<file path="config.mk">
export PLATFORM = sky130hd
export DESIGN_NAME = fft_mag_peak
export DESIGN_NICKNAME = d
export VERILOG_FILES = /design/src/rtl/fft_mag_peak.sv
export SDC_FILE = /design/constraint.sdc
export NUM_CORES = 2
export LEC_CHECK = 0
export ABC_CLOCK_PERIOD_IN_PS = 39500
export BUFFER_PORTS_ARGS = -buffer_cell sky130_fd_sc_hd__clkbuf_2
export CAP_MARGIN = 20
export CORE_ASPECT_RATIO = 0.8
export CORE_MARGIN = 2
export CORE_UTILIZATION = 55
export CTS_BUF_LIST = sky130_fd_sc_hd__clkbuf_2
export CTS_CLUSTER_DIAMETER = 200
export DETAILED_ROUTE_END_ITERATION = 16
export GPL_ROUTABILITY_DRIVEN = 0
export PLACE_DENSITY = 0.81
export RECOVER_POWER = 25
export SETUP_SLACK_MARGIN = 0.1
export SLEW_MARGIN = 15
export SYNTH_ARGS = -nofsm -noshare
export SYNTH_HDL_FRONTEND = slang
export SYNTH_SLANG_ARGS = --single-unit
</file>
<file path="constraint.sdc">
create_clock -name aclk -period 39.5 [get_ports aclk]
set_input_delay 11.85 -clock aclk [delete_from_list [all_inputs] [get_ports aclk]]
set_output_delay 11.85 -clock aclk [all_outputs]
set_load 0.05 [all_outputs]
</file>
<file path="src/rtl/fft_mag_peak.sv">
// Magnitude-squared and per-channel frame peak tracker for the FFT output stream.
// Two-stage pipeline: squares, then sum; peak captured on the output handshake.
module fft_mag_peak #(
  parameter int FFT_LEN            = 8192,
  parameter int FFT_CHANNELS       = 2,
  parameter int FFT_AXI_DATA_WIDTH = 32,
  parameter int FFT_INDEX_LEN      = 32,
  parameter int MAG_WIDTH          = FFT_AXI_DATA_WIDTH
) (
  input  logic                                  aclk,
  input  logic                                  areset,
  input  logic [FFT_CHANNELS*FFT_AXI_DATA_WIDTH-1:0] s_axis_tdata,
  input  logic                                  s_axis_tvalid,
  input  logic                                  s_axis_tlast,
  output logic                                  s_axis_tready,
  output logic [FFT_CHANNELS*MAG_WIDTH-1:0]     m_axis_tdata,
  output logic                                  m_axis_tvalid,
  output logic                                  m_axis_tlast,
  input  logic                                  m_axis_tready,
  output logic [FFT_INDEX_LEN-1:0]              m_index,
  output logic [FFT_CHANNELS*MAG_WIDTH-1:0]     peak_mag,
  output logic [FFT_CHANNELS*FFT_INDEX_LEN-1:0] peak_index,
  output logic                                  peak_valid,
  output logic                                  frame_err,
  output logic [15:0]                           frame_count
);

  localparam int CH = FFT_CHANNELS;
  localparam int DW = FFT_AXI_DATA_WIDTH;
  localparam int HW = DW / 2;
  localparam int MW = MAG_WIDTH;
  localparam int IW = FFT_INDEX_LEN;
  localparam logic [IW-1:0] LAST_BIN = IW'(FFT_LEN - 1);

  logic          en;
  logic          s_hs;
  logic          m_hs;
  logic [IW-1:0] bin;

  logic             v1;
  logic             last1;
  logic [IW-1:0]    idx1;
  logic [CH*DW-1:0] sq_re;
  logic [CH*DW-1:0] sq_im;
  logic [CH*DW-1:0] p_re;
  logic [CH*DW-1:0] p_im;

  logic [CH*MW-1:0] run_max;
  logic [CH*MW-1:0] nxt_max;
  logic [CH*IW-1:0] run_idx;
  logic [CH*IW-1:0] nxt_idx;

  function automatic logic [DW-1:0] sq(input logic [HW-1:0] x);
    logic signed [DW-1:0] w;
    w = {{(DW-HW){x[HW-1]}}, x};
    return $unsigned(w * w);
  endfunction

  assign en            = !m_axis_tvalid || m_axis_tready;
  assign s_axis_tready = en;
  assign s_hs          = s_axis_tvalid && en;
  assign m_hs          = m_axis_tvalid && m_axis_tready;

  always_comb begin
    p_re = '0;
    p_im = '0;
    for (int c = 0; c < CH; c++) begin
      p_re[c*DW +: DW] = sq(s_axis_tdata[c*DW +: HW]);
      p_im[c*DW +: DW] = sq(s_axis_tdata[c*DW+HW +: HW]);
    end
  end

  // Counter wraps on a missing tlast; the error is reported at frame end.
  always_ff @(posedge aclk or posedge areset) begin
    if (areset) begin
      bin <= '0;
    end else if (s_hs) begin
      if (s_axis_tlast || bin == LAST_BIN)
        bin <= '0;
      else
        bin <= bin + 1'b1;
    end
  end

  always_ff @(posedge aclk or posedge areset) begin
    if (areset) begin
      v1            <= 1'b0;
      last1         <= 1'b0;
      idx1          <= '0;
      sq_re         <= '0;
      sq_im         <= '0;
      m_axis_tvalid <= 1'b0;
      m_axis_tlast  <= 1'b0;
      m_index       <= '0;
      m_axis_tdata  <= '0;
    end else if (en) begin
      v1 <= s_axis_tvalid;
      if (s_axis_tvalid) begin
        sq_re <= p_re;
        sq_im <= p_im;
        last1 <= s_axis_tlast;
        idx1  <= bin;
      end
      m_axis_tvalid <= v1;
      if (v1) begin
        for (int c = 0; c < CH; c++)
          m_axis_tdata[c*MW +: MW] <= MW'(sq_re[c*DW +: DW])
                                    + MW'(sq_im[c*DW +: DW]);
        m_axis_tlast <= last1;
        m_index      <= idx1;
      end
    end
  end

  // Bin 0 reloads; strict compare keeps the lowest bin on ties.
  always_comb begin
    nxt_max = run_max;
    nxt_idx = run_idx;
    for (int c = 0; c < CH; c++) begin
      if (m_index == '0 ||
          m_axis_tdata[c*MW +: MW] > run_max[c*MW +: MW]) begin
        nxt_max[c*MW +: MW] = m_axis_tdata[c*MW +: MW];
        nxt_idx[c*IW +: IW] = m_index;
      end
    end
  end

  always_ff @(posedge aclk or posedge areset) begin
    if (areset) begin
      run_max     <= '0;
      run_idx     <= '0;
      peak_mag    <= '0;
      peak_index  <= '0;
      peak_valid  <= 1'b0;
      frame_err   <= 1'b0;
      frame_count <= '0;
    end else begin
      peak_valid <= m_hs && m_axis_tlast;
      if (m_hs) begin
        run_max <= nxt_max;
        run_idx <= nxt_idx;
        if (m_axis_tlast) begin
          peak_mag    <= nxt_max;
          peak_index  <= nxt_idx;
          frame_err   <= (m_index != LAST_BIN);
          frame_count <= frame_count + 16'd1;
        end
      end
    end
  end

endmodule

</file>
# Yosys cells after proc, flatten, opt, wreduce, memory -nomap -nowiden
# Cells that the tools add are included.
# classes
add_sub_neg	4
reduce_logical	12
n_eq_ne	2
n_mux	5
multipliers	4
n_lt_le_gt_ge	2
# ops
cell	n
32-bit two-way mux	5
16-bit by 16-bit multiplier with 32-bit output	4
32-bit adder	2
32-bit > comparator	2
32-bit by 1-bit adder with 32-bit output, second input constant	1
32-bit by 13-bit == test with 1-bit output, second input constant	1
32-bit logical NOT	1
32-bit by 13-bit != test with 1-bit output, second input constant	1
16-bit by 1-bit adder with 16-bit output, second input constant	1
2-bit AND reduction	3
1-bit logical OR	4
1-bit logical AND	3
1-bit logical NOT	1
# totals
inputBits	69
out_inout_bits	245
wordCells	46
ff_bits	566

# Depth between registers and ports, before layout
# depth
word_depth	3
ltp_mapped	26
mapped_depth_nobuf	26

# Worst setup path after synthesis
# No wires, ideal clock.
# synth_path
path_type	in2out
from	input m_axis_tready
to	output s_axis_tready
required_time_ps	27650
path_buffers	1
t_arrival_ps	12472
setup_slack_ps	15178
cell_stages	2
path_cell_list	nand2b_1 -> clkbuf_1
# synth_between
elab_chain_len	1
# synth_rtl
item	line_no	text
from (decl)	19	input logic m_axis_tready,
1-bit logical OR	59	assign en = !m_axis_tvalid || m_axis_tready;
to (decl)	15	output logic s_axis_tready,
# Every way passes these cells.

# Worst setup path after layout
# Ends and elaborated chain as after synthesis.

==> results.sh <==
export IMPL_rows=110
export IMPL_initial_core_util_pct=55.4
export IMPL_antenna_found_initial=7
export IMPL_cts_root_buffer_cell="clkbuf_2"
export IMPL_synth_edf_count=0
export IMPL_cts_made_buffers=147
export IMPL_crit_chain="clkbuf_1, nand2b_1, clkbuf_2"
export IMPL_rsz0062_at_grt="no"
export IMPL_cap_viol_max_count=10
export IMPL_routed_wl_mm=155
export IMPL_via_per_inst=5.56
export IMPL_syn_avg_cell_area_sq_um=9.64
export IMPL_async_reset_ff_share_pct=100
export IMPL_fin_tns_setup_ns=0
export IMPL_drt_initial_drc_count=3791
export IMPL_port_buffers=313
export IMPL_synth_seq_cells=562
export IMPL_critPathRequiredTime_ns=27.65
export IMPL_coreArea_sq_mm=0.113
export IMPL_crit_path_start_kind="primary input"
export IMPL_crit_type="primary input to output pin"
export IMPL_synth_area_sq_mm=0.0624
export IMPL_clkSinkCount=562
export IMPL_yosysTopAreaCellShare_pct=29.9
export IMPL_status="finished, violations left"
export IMPL_track_usage_pct=27.5
export IMPL_critPathCaptureType="output pin"
export IMPL_dieWidth_um=381
export IMPL_first_pass_iters=6
export IMPL_path_clk_slew_ns=0.10
export IMPL_ioPinCount=314
export IMPL_wl_per_cell_um=18.6
export IMPL_slew_headroom_pct=-231
export IMPL_cts_max_level=4
export IMPL_synth_most_common_cell="inv_1"
export IMPL_grt_pass1_vias=49000
export IMPL_die_h_um=305
export IMPL_clk_latency_ns=1.44
export IMPL_hold_viol_final=0
export IMPL_synth_fp_nets=7969
export IMPL_dp_hpwl_mm=122
export IMPL_grt_pass1_wl_mm=256
export IMPL_cts_buffer_depth=3
export IMPL_drv_slew=699
export IMPL_ys_types=74
export IMPL_die_area_sq_mm=0.116
export IMPL_grt_overflow_total=0
export IMPL_drive_gt1_share_pct=10.7
export IMPL_fin_crit_sh_pct=62.1
export IMPL_hp_class="flip-flop to flip-flop"
export IMPL_num_vias=46300
export IMPL_violations="capacitance limit, slew limit"
export IMPL_yosys_warnings=0
export IMPL_min_period_ns=24.54
export IMPL_max_freq_ghz=0.0408
export IMPL_area_delta_synth_final_pct=6.30
export IMPL_ys_seq_area_share_pct=22.5
export IMPL_slowest_stage="clkbuf_2"
export IMPL_grt_max_degree=140
export IMPL_dominantRegCellSynth="dfrtp_1"
export IMPL_cts_resized=0
export IMPL_tightestPinTransition_ns=4.94
export IMPL_critPathMaxStageDelay_ns=0.32
export IMPL_synth_area_top_cells="fa_1 (30%), dfrtp_1 (23%), ha_1 (9.9%), inv_1 (8.2%), nand2_1 (4.6%)"
export IMPL_worstPathArrival_ns=12.69
export IMPL_post_cts_buffers=0
export IMPL_drc=0
export IMPL_synthTopCellsByCount="inv_1 (1359), fa_1 (933), nand2_1 (770), dfrtp_1 (562), ha_1 (493)"
export IMPL_final_nets=8218
export IMPL_ant_nets=0
export IMPL_post_synth_top_area_cell="fa_1"
export IMPL_syn_inst=6474
export IMPL_final_setup_viol_count=0
export IMPL_cts_tree="yes"
export IMPL_skew_ns=0.184
export IMPL_hold_buffers=0
export IMPL_cp_max_fo=6
## layer usage
layer,share of wire [%],wire length [um],up-vias,global-route usage [%]
li1,-,-,20900,-
met4,2.8,4400,0,8.00
met2,46,71100,1941,43.0
met5,0,0,-,0
met3,8.9,13900,301,5.81
met1,42,65900,23200,38.8
## cell usage in the layout (no fill, tap or decap), drive strengths merged, types with 34 or more instances in the layout
cell type,instances
inv,1366
o211ai,39
dfrtp,562
nand4,34
nor2,262
ha,493
a21o,69
clkbuf,524
xnor2,153
nand2b,35
o21ai,289
mux2i,68
a21oi,167
nor2b,37
mux2,171
nand3,59
fa,933
nand2,772
nor3,154
and2,149
xor2,117
## per-stage QoR
step | setup slack [ns] | std cells | utilization (%) | instance area [sq um] | hold WS, ns
final | 14.96 | 8336 | 58.9 | 66400 | 0.465
after global routing | 14.91 | 8334 | 58.9 | 66300 | 0.501
after CTS | 14.93 | 8328 | 59.0 | 66400 | 0.460
after detailed placement | 14.93 | 8084 | 57.8 | 65100 | 0.459
after global placement | 14.96 | 8084 | 57.8 | 65100 | 0.455
after floorplan | 11.93 | 6474 | - | 62400 | 0.436
## kinds of logic after synthesis
kind of cell | synth area share [%]
buffers and inverters | 9.83
and+or+nand+nor | 11.5
adders and majority gates | 39.8
AOI/OAI and AO/OA | 8.04
DFF | 22.5
xor gates and xnor gates | 3.79
muxes | 4.54
## flip-flops by register name, summed over array words and instances (netlist names), 32 cells and up
signal	cells
run_idx	64
sq_re	62
m_axis_tdata	64
peak_mag	64
sq_im	62
idx1	32
run_max	64
peak_index	64
bin	32
m_index	32
## layout make-up
class	instances	area [sq um]
multi-input cells	4313	42200
clock inverters	39	293
well taps	1512	1890
repair buffers	340	1790
diodes	6	15.0
flip-flops and latches	562	14100
inverters	1359	5100
clock buffers	205	1030
fillers	9517	46200
## worst paths after layout
kind | slack (ns) | start | end | depth (start not counted)
setup / recovery | 14.96 | m_axis_tready | s_axis_tready | 3
hold / removal | 0.47 | idx1[4] | m_index[4] | 1
setup reg to reg | 32.62 | m_axis_tdata[25] | run_max[0] | 9
hold reg to reg | 0.47 | idx1[4] | m_index[4] | 1
max in group asynchronous | 21.44 | areset | sq_im[10] | 5
min in group asynchronous | 11.96 | areset | peak_mag[27] | 2
## worst max-delay path, delay by kind of cell
kind | cells | cell delay (ns)
buf+inv | 2 | 0.56
simple gates | 1 | 0.28
Power is not shown: default switching activity piles up to over one toggle a cycle in this logic, so the estimate is an artifact.
